`src/rtl/sipo_pkt_buf.sv`:
```
// Serial-to-parallel packet deserializer with a word FIFO on the output side.
// Partial words at end-of-packet carry their bit count; on overflow the rest of the packet is dropped.
//
//   state | meaning
//   IDLE  | no packet in progress
//   RECV  | packet in progress, bits being assembled
//   DROP  | discarding the rest of a packet after a failed push
module sipo_pkt_buf #(
   parameter int DATA_WIDTH = 8,
   parameter int FIFO_DEPTH = 4,
   parameter int MSB_FIRST  = 0,
   localparam int NBW = $clog2(DATA_WIDTH + 1),
   localparam int LW  = $clog2(FIFO_DEPTH + 1),
   localparam int PW  = $clog2(FIFO_DEPTH)
) (
   input  logic                  clk,
   input  logic                  rst,
   input  logic                  s_data_in,
   input  logic                  s_data_in_val,
   input  logic                  s_eop,
   input  logic                  sipo_cancel,
   output logic [DATA_WIDTH-1:0] p_data_out,
   output logic                  p_data_out_val,
   input  logic                  p_data_out_rdy,
   output logic                  p_data_out_last,
   output logic [NBW-1:0]        p_data_out_nbits,
   output logic [LW-1:0]         fifo_level,
   output logic                  overflow
);

   typedef enum logic [1:0] {IDLE, RECV, DROP} state_t;

   state_t                state, state_nxt;
   logic [NBW-1:0]        bit_cnt;
   logic [DATA_WIDTH-1:0] word;
   logic [DATA_WIDTH-1:0] word_nxt;
   logic [NBW-1:0]        bit_pos;
   logic                  take_bit, at_top, push_req, has_room, push_ok, push_fail, pop;

   logic [DATA_WIDTH-1:0] mem_data  [FIFO_DEPTH];
   logic                  mem_last  [FIFO_DEPTH];
   logic [NBW-1:0]        mem_nbits [FIFO_DEPTH];
   logic [PW-1:0]         wr_ptr, rd_ptr;

   assign pop       = p_data_out_val & p_data_out_rdy;
   assign take_bit  = s_data_in_val && (state != DROP);
   assign at_top    = (bit_cnt == NBW'(DATA_WIDTH - 1));
   assign push_req  = take_bit && (at_top || s_eop);
   // a full FIFO still accepts a push when the head leaves in the same cycle
   assign has_room  = (fifo_level != LW'(FIFO_DEPTH)) || pop;
   assign push_ok   = push_req && has_room;
   assign push_fail = push_req && !has_room;
   assign bit_pos   = (MSB_FIRST != 0) ? (NBW'(DATA_WIDTH - 1) - bit_cnt) : bit_cnt;
   assign word_nxt  = word | (DATA_WIDTH'(s_data_in) << bit_pos);

   always_ff @(posedge clk or posedge rst) begin
      if (rst) begin
         state <= IDLE;
      end else begin
         state <= state_nxt;
      end
   end

   always_comb begin
      state_nxt = state;
      case (state)
         IDLE: if (take_bit && !s_eop) state_nxt = RECV;
         RECV: begin
            if (take_bit) begin
               if (s_eop)          state_nxt = IDLE;
               else if (push_fail) state_nxt = DROP;
            end
         end
         DROP:    if (s_data_in_val && s_eop) state_nxt = IDLE;
         default: state_nxt = IDLE;
      endcase
      if (sipo_cancel) state_nxt = IDLE;
   end

   always_ff @(posedge clk or posedge rst) begin
      if (rst) begin
         bit_cnt <= '0;
         word    <= '0;
      end else if (sipo_cancel) begin
         bit_cnt <= '0;
         word    <= '0;
      end else if (take_bit) begin
         if (push_req) begin
            bit_cnt <= '0;
            word    <= '0;
         end else begin
            bit_cnt <= bit_cnt + NBW'(1);
            word    <= word_nxt;
         end
      end
   end

   always_ff @(posedge clk or posedge rst) begin
      if (rst) begin
         wr_ptr     <= '0;
         rd_ptr     <= '0;
         fifo_level <= '0;
         overflow   <= 1'b0;
         for (int i = 0; i < FIFO_DEPTH; i++) begin
            mem_data[i]  <= '0;
            mem_last[i]  <= 1'b0;
            mem_nbits[i] <= '0;
         end
      end else if (sipo_cancel) begin
         wr_ptr     <= '0;
         rd_ptr     <= '0;
         fifo_level <= '0;
         overflow   <= 1'b0;
      end else begin
         if (push_ok) begin
            mem_data[wr_ptr]  <= word_nxt;
            mem_last[wr_ptr]  <= s_eop;
            mem_nbits[wr_ptr] <= bit_cnt + NBW'(1);
            wr_ptr            <= wr_ptr + PW'(1);
         end
         if (pop) rd_ptr <= rd_ptr + PW'(1);
         if (push_ok && !pop)      fifo_level <= fifo_level + LW'(1);
         else if (!push_ok && pop) fifo_level <= fifo_level - LW'(1);
         if (push_fail) overflow <= 1'b1;
      end
   end

   assign p_data_out       = mem_data[rd_ptr];
   assign p_data_out_last  = mem_last[rd_ptr];
   assign p_data_out_nbits = mem_nbits[rd_ptr];
   assign p_data_out_val   = (fifo_level != '0);

endmodule

```
`config.mk`:
```
export PLATFORM = sky130hd
export DESIGN_NAME = sipo_pkt_buf
export DESIGN_NICKNAME = d
export VERILOG_FILES = /design/src/rtl/sipo_pkt_buf.sv
export SDC_FILE = /design/constraint.sdc
export NUM_CORES = 1
export LEC_CHECK = 0
export BUFFER_PORTS_ARGS = -buffer_cell sky130_fd_sc_hd__buf_2
export CORE_MARGIN = 3
export CORE_UTILIZATION = 35
export DETAILED_ROUTE_END_ITERATION = 7
export HOLD_SLACK_MARGIN = 0.12
export PLACE_DENSITY_LB_ADDON = 0.05
export SYNTH_ARGS = -nofsm -noshare
export SYNTH_HDL_FRONTEND = slang
export SYNTH_SLANG_ARGS = --single-unit
```
`constraint.sdc`:
```
create_clock -name clk -period 6.05 [get_ports clk]
set_clock_uncertainty 0.2 [all_clocks]
set_input_delay 0.3025 -clock clk [delete_from_list [all_inputs] [get_ports clk]]
set_output_delay 0.3025 -clock clk [all_outputs]
set_load 0.005 [all_outputs]
```
==> out/results.ini <==
[status]
run_status=complete, no violations

[clock_network]
postCtsResizedCells=0
clk_latency_ns=0.34
clock-root-buffer=clkbuf_8
clockBufferDepth=2
h-tree-depth=3
cts_tree=built
clock_sinks=74
cts.clk_slew.worst_paths_ns=0.08
numCtsBuffers=9

[synth]
synth_xor_area_share_pct=1.18
yosys.area_share.simple_pct=7.80
syn_inst=262
syn_avg_cell_area_sq_um=14.2
synth.mux.area_fraction_pct=28.8
synth-seq-cells=74
synth_top_family_by_area=multiplexers
synth_compound_gate_area_share_pct=6.99
yosysWarnings=0
syn_nets=275
synth-adder-area-share_pct=2.22
synth_area_sq_mm=0.00372
synth_seq_area_share_pct=49.7
synth_cell_type_count=44

[setup_path]
slowest_delay_ns=0.63
crit_arrival_ns=3.12
crit_slowest_cell=nand3_2
start_kind=flop
cp-end-kind=flop
required_ns=6.07
crit_fanout=14
crit_chain=ha_1, nand3b_4, a211oi_4, nand3_2, mux2_4
crit_type=flop to flop

[sta]
relSlewSlack_pct=26.7
fmax_mhz=322
setup_ws_ns=2.95
setup_tns_ns=0
rsz0062_at_grt=false
fin_crit_sh_pct=51.3
worst_pin_slew_ns=1.10
period_needed_ns=3.10
finalSetupViolations=0
hold_viol=0
drv_slew=0

[routing]
viasPerCell=5.07
firstDrtPassIters=4
drtIter0Drc=72
wl_microns=7760
drtAntennaViolNets=0
drc=0
vias=2195
wl_per_cell_microns=17.9

[floorplan]
core-area_sq_mm=0.0103
die_w_microns=109
start_util_pct=36.1
rows=37
die_area_sq_mm=0.0119
die_y_microns=109
design.portCount=25

[flow_run]
cap_violations=0

[grt]
track_usage_pct=14.4
grt_pass1_vias=2332
antenna_found_initial=0
grt_max_degree=75
grt_overflow_total=0
grt_pass1_wl_microns=12900

[power_and_ir_drop]
p_leak_nw=2.12
vdd.ir_drop.worst_mv=0.221
pwr_density_cell_mw_per_mm2=285

[place]
port_buffers=24
pre_cts_slack_ns=2.91
gp_congestion=0.705
dp_hpwl_microns=4790
dp_cells=412

[cells_and_area]
area_growth_pct=12.1
fin_cells=433
antenna_cells=0
nets=305
drive_above_1_share_pct=38.4

[worst_hold_path]
hold_class=input port to flop

metal layers:
| metal | wire [microns] | track usage [%] |
|---|---|---|
| met5 | 0 | 0 |
| met4 | 87 | 4.33 |
| met1 | 3990 | 21.3 |
| met3 | 187 | 2.90 |
| met2 | 3490 | 21.3 |
cells by family (layout without fill, tap and decap cells):
kind of cell,count (synthesis),in the layout
buffers and inverters,23,58
DFF,74,74
AOI/OAI and AO/OA,32,32
muxes,71,71
adders and majority gates,6,6
xor gates and xnor gates,5,5
and+or+nand+nor,51,51
cells in the final DEF (no fill, tap or decap), types with 3 or more instances in the layout:
cell and instances:
dfrtp_1 74, mux2_4 36, buf_2 24, nor2_1 15, mux2_2 14, nand2_1 13
mux4_2 13, inv_1 11, clkbuf_8 10, mux2i_1 8, a21boi_0 8, nor2b_1 5
ha_1 5, dlygate4sd3_1 5, nand3_2 4, a21o_1 4, xnor2_1 3, nor3_1 3
a31oi_1 3
registers in the layout (all words and copies together), names as in the netlist:
signal,count
overflow,1
mem_nbits,16
mem_data,32
wr_ptr,2
state,2
fifo_level,3
bit_cnt,4
word,8
rd_ptr,2
mem_last,4
path summary, 6_finish.rpt:
path / start / end / slack [ns] / depth (start not counted)
setup / recovery: bit_cnt[0] / mem_data[16] / 2.95 / 5
hold / removal: p_data_out_rdy / overflow / 0.21 / 4
setup reg to reg: bit_cnt[0] / mem_data[16] / 2.95 / 5
hold reg to reg: state[1] / state[0] / 0.30 / 1
max in group asynchronous: rst / mem_data[16] / 4.42 / 4
min in group asynchronous: rst / mem_nbits[11] / 0.57 / 4
worst max-delay path, delay by kind of cell (launching register included):
kind                     cells  cell delay [ns]
AND/OR/NAND/NOR              2             0.75
flip-flops                   1             0.61
adder cells (fa/ha/maj)      1             0.38
multiplexers                 1             0.49
AO/OA/AOI/OAI                1             0.54
metrics by stage:
| stage | util [%] | cell area [sq um] | power [mW] | hold WS, ns |
|---|---|---|---|---|
| after CTS | 40.4 | 4170 | 1.22 | 0.197 |
| after floorplan | - | 3720 | 0.771 | 0.211 |
| after global placement | 38.2 | 3940 | 0.849 | 0.270 |
| after global routing | 40.4 | 4170 | 1.26 | 0.306 |
| after detailed placement | 38.2 | 3940 | 0.849 | 0.280 |
| final | 40.4 | 4170 | 1.19 | 0.211 |
cell usage after synthesis (all sizes together):
master   instances  area share [%]
mux2i            8             2.2
a21oi            2            0.27
o31a             1            0.24
a21o             4            0.81
buf              7             1.7
nand3            6             1.3
mux4            13             7.9
o21a             1            0.20
inv             12             1.2
o21ai            2            0.27
a41o             2            0.54
ha               5             1.7
nor4b            1            0.40
nor2            15             1.5
and3b            1            0.24
nor3             3            0.40
clkbuf           4            0.40
a31o             2            0.47
nor4bb           1            0.27
nand2b           1            0.17
a32o             2            0.54
dfrtp           74              50
nand3b           2            0.74
a31oi            3            0.50
and2             1            0.20
a21boi           8             1.6
a2111oi          1            0.24
xnor2            3            0.71
a2111o           1            0.30
fa               1            0.54
xor2             2            0.47
or3              1            0.17
o221ai           1            0.24
or4              1            0.20
a211oi           1            0.54
o2111ai          1            0.24
nand2           13             1.3
mux2            50              19
nor2b            5            0.84
what timing repair did:
action | in CTS | in global routing
endpoints found under the hold margin | 82 | 0
hold buffers | 5 | 0
setup buffers | 0 | 0
layout make-up:
cell class,instances,area [sq um]
clock buffers,11,141
repair buffers,30,178
inverters,12,45.0
flip-flops and latches,74,1850
well taps,136,170
multi-input cells,165,1750
clock inverters,5,37.5
fillers,984,6150
report_power, final:
group	internal, mW	switching, mW	total (mW)
clock network	0.162	0.193	0.355
logic	0.139	0.0953	0.235
registers	0.530	0.0699	0.600
total	0.832	0.358	1.19
Power figures use the tool's default switching activity.
